$ cat config.mk
export PLATFORM = sky130hd
export DESIGN_NAME = next_pc_gen
export DESIGN_NICKNAME = d
export VERILOG_FILES = /design/src/rtl/next_pc_pkg.sv /design/src/rtl/br_perf_counter.sv /design/src/rtl/next_pc_gen.sv
export SDC_FILE = /design/constraint.sdc
export NUM_CORES = 1
export LEC_CHECK = 0
export ABC_AREA = 0
export CORE_MARGIN = 2
export CORE_UTILIZATION = 35
export DETAILED_ROUTE_END_ITERATION = 6
export MAX_ROUTING_LAYER = met4
export PLACE_DENSITY = 0.57
export SLEW_MARGIN = 10
export SYNTH_ARGS = -nofsm -noshare
export SYNTH_HDL_FRONTEND = slang
export SYNTH_SLANG_ARGS = --single-unit
$ cat constraint.sdc
create_clock -name i_clk -period 2.6 [get_ports i_clk]
set_clock_uncertainty 0.1 [all_clocks]
set_input_delay 0.26 -clock i_clk [delete_from_list [all_inputs] [get_ports i_clk]]
set_output_delay 0.26 -clock i_clk [all_outputs]
set_load 0.005 [all_outputs]
$ cat src/rtl/next_pc_pkg.sv
// next_pc_pkg: shared types, constants and helpers for the fetch PC generator
package next_pc_pkg;

    typedef enum logic [1:0] {NPC_BOOT, NPC_RUN, NPC_HOLD} npc_state_e;

    localparam int unsigned INSTR_BYTES = 4;

    function automatic logic [31:0] align_pc(input logic [31:0] pc);
        return {pc[31:2], 2'b00};
    endfunction

endpackage

$ cat src/rtl/br_perf_counter.sv
// br_perf_counter: saturating event counter, sticks at all-ones
module br_perf_counter #(
    parameter int CNT_W = 32
) (
    input  logic             i_clk,
    input  logic             i_rst,
    input  logic             i_inc,
    output logic [CNT_W-1:0] o_cnt
);

    logic [CNT_W-1:0] cnt_q, cnt_d;

    // increment unless already saturated
    always_comb begin
        cnt_d = (i_inc && !(&cnt_q)) ? cnt_q + CNT_W'(1) : cnt_q;
    end

    // counter register, async active-low clear
    always_ff @(posedge i_clk or negedge i_rst) begin
        if (!i_rst) cnt_q <= '0;
        else        cnt_q <= cnt_d;
    end

    assign o_cnt = cnt_q;

endmodule

$ cat src/rtl/next_pc_gen.sv
// next_pc_gen: fetch PC register with predict/redirect selection, flush and perf counters
module next_pc_gen
    import next_pc_pkg::*;
#(
    parameter logic [31:0] RESET_PC = 32'h0000_0000,
    parameter int          CNT_W    = 32
) (
    input  logic             i_clk,
    input  logic             i_rst,
    input  logic             i_stall,
    input  logic             i_br_update_en,
    input  logic             i_br_update_valid,
    input  logic             i_br_update_taken,
    input  logic             i_br_update_already_prd,
    input  logic [31:0]      i_br_update_pc,
    input  logic [31:0]      i_br_update_target,
    input  logic             i_prd_taken,
    input  logic [31:0]      i_prd_target,
    output logic [31:0]      o_pc,
    output logic             o_pc_valid,
    output logic             o_flush,
    output logic [CNT_W-1:0] o_branch_cnt,
    output logic [CNT_W-1:0] o_mispredict_cnt
);

    npc_state_e  state_q, state_d;
    logic [31:0] pc_q, pc_d;
    logic [31:0] held_q, held_d;
    logic        pc_valid_q, pc_valid_d;
    logic        flush_q, flush_d;
    logic        branch;
    logic        mispred;
    logic        cnt_en;
    logic [31:0] redir_pc;
    logic [31:0] seq_pc;

    assign branch   = i_br_update_en & i_br_update_valid;
    assign mispred  = branch & (i_br_update_taken ^ i_br_update_already_prd);
    assign redir_pc = align_pc(i_br_update_taken ? i_br_update_target
                                                 : i_br_update_pc + 32'(INSTR_BYTES));
    assign seq_pc   = pc_q + 32'(INSTR_BYTES);
    assign cnt_en   = (state_q != NPC_HOLD);

    // next-state and next-PC selection; a redirect always beats the predictor
    always_comb begin
        state_d    = state_q;
        pc_d       = pc_q;
        held_d     = held_q;
        flush_d    = 1'b0;
        pc_valid_d = 1'b1;
        case (state_q)
            NPC_BOOT: state_d = NPC_RUN;
            NPC_RUN: begin
                if (mispred && !i_stall) begin
                    pc_d    = redir_pc;
                    flush_d = 1'b1;
                end else if (mispred) begin
                    held_d  = redir_pc;
                    state_d = NPC_HOLD;
                end else if (!i_stall) begin
                    pc_d = i_prd_taken ? align_pc(i_prd_target) : seq_pc;
                end
            end
            NPC_HOLD: begin
                if (!i_stall) begin
                    pc_d    = held_q;
                    flush_d = 1'b1;
                    state_d = NPC_RUN;
                end
            end
            default: state_d = NPC_BOOT;
        endcase
    end

    // architectural fetch state, async active-low reset
    always_ff @(posedge i_clk or negedge i_rst) begin
        if (!i_rst) begin
            state_q    <= NPC_BOOT;
            pc_q       <= RESET_PC;
            held_q     <= '0;
            pc_valid_q <= 1'b0;
            flush_q    <= 1'b0;
        end else begin
            state_q    <= state_d;
            pc_q       <= pc_d;
            held_q     <= held_d;
            pc_valid_q <= pc_valid_d;
            flush_q    <= flush_d;
        end
    end

    br_perf_counter #(.CNT_W(CNT_W)) u_branch_cnt (
        .i_clk (i_clk),
        .i_rst (i_rst),
        .i_inc (branch & cnt_en),
        .o_cnt (o_branch_cnt)
    );

    br_perf_counter #(.CNT_W(CNT_W)) u_mispredict_cnt (
        .i_clk (i_clk),
        .i_rst (i_rst),
        .i_inc (mispred & cnt_en),
        .o_cnt (o_mispredict_cnt)
    );

    assign o_pc       = pc_q;
    assign o_pc_valid = pc_valid_q;
    assign o_flush    = flush_q;

endmodule

After elaboration in Yosys (flattened, before gate mapping)
Index checks and enable logic that the tools add are counted.

word-level totals
  register bits after elaboration = 130
  output and inout bits = 98
  input bits = 104

cells by class
  multiplexer cells = 14
  reductions and logical operators = 13
  equal/unequal tests = 8
  bitwise operators = 6
  add/sub/neg operators = 4

operator list
  kind                     count
  $mux W32                 6
  $add A32 B1 Y32 const B  2
  $add A32 B3 Y32 const B  2
  $pmux W32 S2             1
  $reduce_and A32 Y1       2
  $ne A2 B2 Y1 const B     4
  $mux W2                  3
  $ne A3 B3 Y1 const B     2
  $pmux W2 S3              1
  $reduce_and A3 Y1        2
  $and A1 B1 Y1            4
  $reduce_and A4 Y1        1
  $logic_and A1 B1 Y1      3
  $logic_not A1 Y1         3
  $eq A2 B1 Y1 const B     1
  $eq A2 B2 Y1 const B     1
  $logic_not A2 Y1         1
  $mux W1                  2
  $pmux W1 S2              1
  $reduce_bool A2 Y1       1
  $not A1 Y1               1
  $xor A1 B1 Y1            1

Depth between registers and ports, before layout
Gate-level depths: netlist (run 1).

  word-level depth = 6
  mapped depth = 10

Hierarchy
From an unflattened synthesis (run 1), not the netlist that was laid out.

second synthesis, totals
  cell total of the unflattened synthesis = 878
  area, all modules = 8034.0 µm²

by module, submodules not included
  module           cells each  sequential area each (µm²)  times used  area an instance (µm²)
  next_pc_gen      586         1601.5                      1           4873.4
  br_perf_counter  146         800.8                       2           1580.3

Worst setup path before layout (run 1)
Ideal clock, no wire load.

  path type = register to register
  start point = register state_q[0]
  end point = register u_branch_cnt.cnt_q[21] (netlist: u_branch_cnt.o_cnt[21])
  path slack = 392 ps
  data arrival time = 1985 ps
  path buffers = 0
  period minus slack after synthesis = 2208 ps
  stages on the path, launching flop included = 7
  path through = dfrtp_1 -> inv_1 -> ha_1 -> nand3b_1 -> nor4_1 -> nand4_1 -> xnor2_1

on the way
  word-level cells in the longest chain between the ends = 3

ends and longest elaborated chain
  item                      RTL line               source
  start: declaration        next_pc_gen.sv:26      npc_state_e state_q, state_d;
  start signal: assignment  next_pc_gen.sv:84      state_q <= state_d;
  $ne A2 B2 Y1              next_pc_gen.sv:42      assign cnt_en = (state_q != NPC_HOLD);
  $and A1 B1 Y1             next_pc_gen.sv:95      .i_inc (branch & cnt_en),
  $logic_and A1 B1 Y1       br_perf_counter.sv:15  cnt_d = (i_inc && !(&cnt_q)) ? cnt_q + CNT_W'(1) : cnt_q;
  end signal: assignment    br_perf_counter.sv:21  else cnt_q <= cnt_d;
  end: declaration          br_perf_counter.sv:11  logic [CNT_W-1:0] cnt_q, cnt_d;

Every way passes these cells.
A chain may end at the register's enable or synchronous reset.

Final worst setup path (run 1)
  start point = register pc_q[22] (netlist: o_pc[22])
  end point = register pc_q[31] (netlist: o_pc[31])

on the way
  word-level cells in the longest chain between the ends = 6

ends and longest elaborated chain
  item                      RTL line           source
  start: declaration        next_pc_gen.sv:27  logic [31:0] pc_q, pc_d;
  start signal: assignment  next_pc_gen.sv:85  pc_q <= pc_d;
  $add A32 B3 Y32           next_pc_gen.sv:41  assign seq_pc = pc_q + 32'(INSTR_BYTES);
  $mux W32                  next_pc_gen.sv:61  pc_d = i_prd_taken ? align_pc(i_prd_target) : seq_pc;
  $mux W32                  next_pc_gen.sv:60  end else if (!i_stall) begin
  $mux W32                  next_pc_gen.sv:57  end else if (mispred) begin
  $mux W32                  next_pc_gen.sv:54  if (mispred && !i_stall) begin
  $pmux W32 S2              next_pc_gen.sv:51  case (state_q)

Every way passes these cells. The select of a mux whose other input is x is not followed.

==> results of run 1 <==
==> worst max-delay path, delay by kind of cell, from the launching register on <==
kind	cells	cell delay (ns)
compound gates	3	0.70
simple gates	2	0.88
flops	1	0.49
==> cells by family after synthesis <==
kind of cell	share of synthesized area
mux	0.02248
xor+xnor	0.09068
flops	0.3996
fa+ha+maj	0.01093
buf+inv	0.03293
other cells	0.0009368
simple gates	0.2719
compound gates	0.1706
==> sequential cells by signal, summed over array words and instances (netlist names) <==
register                cells
o_flush                     1
o_pc                       30
state_q                     2
o_pc_valid                  1
u_mispredict_cnt.o_cnt     32
u_branch_cnt.o_cnt         32
held_q                     30
==> power breakdown <==
group | leakage [nW] | switching (mW) | internal (mW)
combinational | 2.77 | 1.67 | 1.81
clock | 0.275 | 0.920 | 1.46
sequential | 1.64 | 0.565 | 2.55
total | 4.69 | 3.16 | 5.83
==> cells in the mapped netlist (8+ instances only) <==
library cell / instances / share of area
dfrtp_1: 128 / 0.40
nand2_1: 98 / 0.046
o21ai_0: 53 / 0.033
xnor2_1: 52 / 0.057
nand3_1: 50 / 0.031
nor2_1: 44 / 0.021
clkbuf_1: 41 / 0.019
nand4_1: 41 / 0.032
and3_1: 35 / 0.027
nor3_1: 35 / 0.022
xor2_1: 31 / 0.034
o31ai_1: 23 / 0.022
nand2b_1: 22 / 0.017
and4_1: 20 / 0.022
a21oi_1: 19 / 0.012
nor4_1: 19 / 0.015
inv_1: 17 / 0.0080
o211ai_1: 15 / 0.014
a31oi_1: 12 / 0.0094
o221ai_1: 12 / 0.013
or4_1: 12 / 0.011
o31a_1: 11 / 0.012
mux2i_1: 9 / 0.011
mux2_2: 8 / 0.011
o21a_1: 8 / 0.0075
==> through the flow <==
stage	setup TNS, ns	power, mW	setup slack [ns]	hold slack [ns]	cells
6_report	0	8.989	0.2941	0.2639	1461
3_3_place_gp	-0.2397	6.575	-0.07823	0.1739	1427
5_1_grt	0	9.593	0.06544	0.2955	1461
2_1_floorplan	0	4.768	0.3915	-0.1356	908
4_1_cts	0	9.061	0.2768	0.2689	1460
3_5_place_dp	-0.2623	6.636	-0.08939	0.1716	1427
==> what timing repair did <==
action | in CTS | in global routing
hold buffers | 1 | 0
hold endpoints to repair | 35 | 0
resized for setup | 0 | 0
==> per-layer routing <==
layer	GRT usage	wire length [um]	vias up
li1	-	-	3930
met1	0.3006	12220	3768
met2	0.3523	12150	254
met3	0.04401	1368	37
met4	0.06029	507	0
met5	-	0	-
==> final cells by class <==
cell class,count,area [sq um],area share
sequential,128,3203,0.2801
tap,285,356.6,0.03119
antenna,1,2.502,0.0002189
multi-input combinational,713,4553,0.3982
timing repair buffer,284,2660,0.2327
clock inverter,12,133.9,0.01171
inverter,18,67.56,0.005909
clock buffer,20,456.7,0.03994
==> layout by cell type (no fill, tap or decap), types with 4 or more instances in the layout <==
| master | instances |
|---|---|
| buf_4 | 87 |
| o21ai_0 | 53 |
| and2_1 | 7 |
| nor3_1 | 35 |
| mux2_2 | 8 |
| a221oi_1 | 6 |
| dfrtp_1 | 128 |
| a21oi_1 | 19 |
| or4_1 | 12 |
| o211ai_1 | 15 |
| a211oi_1 | 7 |
| nor4_1 | 19 |
| and4_1 | 20 |
| ha_1 | 7 |
| xnor2_1 | 52 |
| inv_1 | 17 |
| o221ai_1 | 12 |
| nand2_1 | 98 |
| clkdlybuf4s50_1 | 191 |
| mux2i_1 | 9 |
| clkbuf_16 | 17 |
| o31ai_1 | 23 |
| nand2b_1 | 22 |
| nand4_1 | 41 |
| o21a_1 | 8 |
| a31oi_1 | 12 |
| nand3_1 | 50 |
| o31a_1 | 11 |
| and3_1 | 35 |
| xor2_1 | 31 |
| or3_1 | 5 |
| nor2_1 | 44 |
| clkinvlp_4 | 5 |
| buf_12 | 4 |
==> how the worst max path moves through the flow <==
| stage | from | end | slack, ns |
|---|---|---|---|
| 4_1_cts | o_pc[22] | o_pc[31] | 0.28 |
| 3_3_place_gp | i_br_update_pc[11] | o_pc[28] | -0.08 |
| 6_report | o_pc[22] | o_pc[31] | 0.29 |
| 5_1_grt | state_q[0] | o_pc[14] | 0.07 |
| 3_5_place_dp | i_br_update_pc[11] | o_pc[28] | -0.09 |
| 2_1_floorplan | state_q[0] | u_branch_cnt.o_cnt[21] | 0.39 |
==> summary.md, run 1 <==
| Metric | Value |
|---|---|
| Status | `complete, no violations` |
| Yosys reg bits | `between 100 and 150` |
| Lkg Pwr | `around 4.7 nW` |
| Postcts setup bufs | `0` |
| RSZ-0062 raised after global routing | `no` |
| Max Clk Rate | `between 0.4 and 0.5 GHz` |
| Post-route cell area | `0.01143 sq mm` |
| Drt via density | `between 5 and 6` |
| Vert. Die Dim | `approximately 160 um` |
| Netlist Area Pre-Place | `between 0.008 and 0.009 sq mm` |
| Initial antenna violation count | `1` |
| Dpl cell area | `between 0.01 and 0.015 sq mm` |
| Crit Path Category | `reg2reg` |
| Post-synthesis cell count | `slightly above 900` |
| CTS clk-pin slew, worst paths | `approximately 0.06 ns` |
| Max-cap violations | `0` |
| CTS H-tree depth | `4` |
| Congestion Overflow GR | `0` |
| Crit share post-route | `0.8869` |
| Final setup viols | `0` |
| Yosys Warn Count | `0` |
| Fin nets | `between 1000 and 1500` |
| Iter 0 DRT Violations | `around 510` |
| Port buffer count | `about 190` |
| Largest net degree at the start of global routing | `56` |
| Synth Flop Type | `dfrtp_1` |
| Worst Path Required | `2.77 ns` |
| CTS tree | `done` |
| WP data arrival | `about 2.5 ns` |
| R2r worst-path depth | `5` |
| VDD IR-drop max | `394.1 uV` |
| Vias post-DR | `~8000` |
| DP HPWL | `20320 um` |
| Final Max Slew Viols | `0` |
| GRT Total Usage | `0.2255` |
| Final ANT Viol Nets | `0` |
| Seq/Total Area, Yosys | `0.3996` |
| FP Rows | `55` |
| Worst-skew pair later-pin latency | `0.42 ns` |
| Post-synth ARST share | `1.000` |
| Synth cell types | `64` |
| Wire length per cell | `roughly 18 um` |
| Syn Area/Cell | `about 8.8 sq um` |
| CP max FO | `7` |
| Worst path cell trace | `nand3_1 > or4_1 > o31a_1 > o31ai_1 > o221ai_1` |
| Cts bufs inserted | `17` |
| CORE AREA | `between 0.02 and 0.025 sq mm` |
| First-pass GRT wire length | `41910 um` |
| Io pins | `just over 200` |
| Critical R2R Launch | `o_pc[22]` |
| Via count of the first global-routing pass | `7698` |
| P&R area growth vs syn | `42.63%` |
| Slew headroom | `0.6007` |
| R2r setup slk | `approximately 0.3 ns` |
| DR DRC count | `0` |
| Reg2Reg Capture Point | `o_pc[31]` |
| Slowest-stage cell, CP | `or4_1` |
| Max clock buf depth | `2` |
| Fillers | `about 2100` |
| Max stage delay on crit path | `around 0.7 ns` |
| Die X | `between 150 and 200 um` |
| PwrDens | `between 700 and 800 mW/mm^2` |
| Tmin final | `2.306 ns` |
| Root Driver | `clkbuf_16` |
| Final Hold Fails | `0` |
| Pre-Repair DR Iteration Count | `5` |
| RePlAce Congestion | `a little over 0.9` |
| Crit path capture type | `flip-flop` |
| Routed Wire Length | `roughly 26000 um` |
| EDFF count, synth | `0` |
| DIE AREA | `about 0.024 sq mm` |
| Slew @ Worst Pin | `roughly 0.60 ns` |
| Final core utilization | `0.5065` |
| Share of layout cells above drive strength 1 | `0.1174` |
| Initial Util | `0.3552` |
| CTS sink count | `approximately 130` |
| Tightest Hold Check Type | `in2async` |
| CP startpoint kind | `flip-flop` |
(Power assumes the default switching activity.)
==> run 2, diff against run 1 <==
CTS_CLUSTER_DIAMETER = 30   (was not set)
clock period = 2.8 ns   (was 2.6 ns; I/O delays follow)
==> run 2 against run 1 <==
Clock-buffer cell count down 1. Sequential power down 5%. Flip-flop and latch count unchanged. Non-clock buffer count down 24. Final cell count down 1.7%. Combinational power down 11%. Hold slack better by 0.0052 ns. Register-to-register slack better by 0.11 ns. Design area down 1.6%. Critical endpoint unchanged.
==> summary.md, run 2 (synthesis gave the netlist of run 1 again) <==
| Metric | Value |
|---|---|
| Initial Util | `0.3552 (unchanged)` |
| VDD IR-drop max | `432.7 uV (+9.8%)` |
| Wire length per cell | `18.50 um (+3.0%)` |
| Min Hold Slack | `0.2691 ns (+0.005216 ns)` |
| Root Driver | `clkbuf_16` |
| Crit share post-route | `0.8544 (-0.03251)` |
| Crit Path Category | `reg2reg` |
| Register share of total power | `0.353 (+0.006)` |
| Drt via density | `5.636 (+3.1%)` |
| Io pins | `202 (unchanged)` |
| CTS sink count | `128 (unchanged)` |
| Tmin final | `2.392 ns (+0.08636 ns)` |
| PnR worst setup slack | `0.4077 ns (+0.1136 ns)` |
| Antenna Diode Count | `0 (-1)` |
| Iter 0 DRT Violations | `543 (+6.7%)` |
| Slew @ Worst Pin | `0.5871 ns (-0.009246 ns)` |
| Tightest Hold Check Type | `in2async` |
| Port buffer count | `193 (unchanged)` |
| CP startpoint kind | `flip-flop` |
| Pint | `5.412 mW (-7.2%)` |
| Lkg Pwr | `4.585 nW (-2.2%)` |
| Final Max Slew Viols | `0 (unchanged)` |
| RSZ-0062 raised after global routing | `no` |
| Max Clk Rate | `0.4180 GHz (-3.6%)` |
| Worst-skew pair later-pin latency | `0.42 ns (about the same)` |
| Status | `complete, no violations` |
| Pre-Repair DR Iteration Count | `4 (-1)` |
| Combinational share of power | `0.372 (-0.016)` |
| P&R area growth vs syn | `40.38%` |
| CP max FO | `8 (+1)` |
| Most frequent cells in the layout | `clkdlybuf4s50_1, dfrtp_1, nand2_1` |
| Vert. Die Dim | `155.3 um (unchanged)` |
| Max clock buf depth | `2 (unchanged)` |
| Fin nets | `1249 (-1.9%)` |
| Final ANT Viol Nets | `0 (unchanged)` |
| First-pass GRT wire length | `42220 um (+0.74%)` |
| RePlAce Congestion | `0.9203 (+1.7%)` |
| Post-route cell area | `0.01125 sq mm (-1.6%)` |
| Final core utilization | `0.4986 (-0.007982)` |
| Vias post-DR | `8094 (+1.3%)` |
| Crit path capture type | `flip-flop` |
| Largest net degree at the start of global routing | `56 (unchanged)` |
| Cts bufs inserted | `17 (unchanged)` |
| Worst Path Required | `2.98 ns (+0.21 ns)` |
| Die X | `155.3 um (unchanged)` |
| Share of layout cells above drive strength 1 | `0.09904 (-0.01840)` |
| Max-cap violations | `0 (unchanged)` |
| Most common cell after layout, fill and taps aside | `clkdlybuf4s50_1` |
| DR DRC count | `0 (unchanged)` |
| WP data arrival | `2.58 ns (+0.10 ns)` |
| Setup_tns | `0 ns (unchanged)` |
| Setup WS pre-CTS | `0.01929 ns (+0.1087 ns)` |
| CTS tree | `done` |
| Power, Total | `8.379 mW (-6.8%)` |
| Clock Power Share | `0.274 (+0.009)` |
| Initial antenna violation count | `0 (-1)` |
| DP HPWL | `20190 um (-0.63%)` |
| Final setup viols | `0 (unchanged)` |
| CORE AREA | `0.02257 sq mm (unchanged)` |
| FP Rows | `55 (unchanged)` |
| Congestion Overflow GR | `0 (unchanged)` |
| CTS H-tree depth | `4 (unchanged)` |
| Routed Wire Length | `26560 um (+1.2%)` |
| GRT Total Usage | `0.2270 (+0.001540)` |
| Slew headroom | `0.6069 (+0.006191)` |
| PwrDens | `744.6 mW/mm^2 (-5.3%)` |
| DIE AREA | `0.02413 sq mm (unchanged)` |
| Cells after DPL | `1403 (-1.7%)` |
| Net Switching | `2.968 mW (-6.0%)` |
| CTS clk-pin slew, worst paths | `0.06 ns (about the same)` |
| Final non-filler cell total | `1436 (-1.7%)` |
| Dpl cell area | `0.01064 sq mm (-1.8%)` |
| Via count of the first global-routing pass | `7666 (-0.42%)` |
| Final Hold Fails | `0 (unchanged)` |
| Switching Fraction | `0.3542 (+0.003004)` |
[run 2: final cells by class]
type                    count  area [sq um]
well taps                 285         356.6
multi-input cells         713          4553
fillers                  2140         11320
flip-flops and latches    128          3203
clock buffers              19         442.9
inverters                  18         67.56
repair buffers            260          2467
clock inverters            13         162.7
[run 2: per-layer routing]
metal	global-route usage	up-vias	wire, um
met3	0.03900	31	1808
met1	0.3082	3872	12170
met4	0.06640	0	470
met5	-	-	0
li1	-	3867	-
met2	0.3493	324	12110
[run 2: repair_timing]
action	4_1_cts	5_1_grt
gates resized for setup	0	0
hold buffers	1	0
buffers inserted	0	0
endpoints found under the hold margin	34	0
[run 2: worst max-delay path, cell delays in order (launching register included)]
cell	delay, ns
dfrtp_1	0.48
nand4_1	0.24
or4_1	0.75
o31a_1	0.36
o31ai_1	0.19
o221ai_1	0.15
[run 2: worst paths after layout]
| path | startpoint | end | slack [ns] | depth (start not counted) |
|---|---|---|---|---|
| setup / recovery | o_pc[16] | o_pc[31] | 0.41 | 5 |
| hold / removal | i_rst | u_mispredict_cnt.o_cnt[26] | 0.27 | 2 |
| setup reg to reg | o_pc[16] | o_pc[31] | 0.41 | 5 |
| hold reg to reg | held_q[15] | held_q[15] | 0.37 | 2 |
| max in group asynchronous | i_rst | held_q[18] | 1.66 | 3 |
| min in group i_clk | i_br_update_taken | held_q[10] | 0.36 | 4 |
[run 2: power by group through the flow]
| stage | clock, mW | combinational (mW) | sequential [mW] |
|---|---|---|---|
| finish | 2.30 | 3.12 | 2.96 |
| global route | 2.43 | 3.43 | 3.03 |
| CTS | 2.34 | 3.12 | 2.94 |
| detailed placement | 0 | 3.10 | 2.97 |
| global placement | 0 | 3.08 | 2.95 |
| floorplan | 0 | 1.58 | 2.84 |
==> run 3, diff against run 2 <==
CTS_CLUSTER_SIZE = 28   (was not set)
==> results of run 3 <==
Final layout, timing and power as in run 2 (identical DEF).
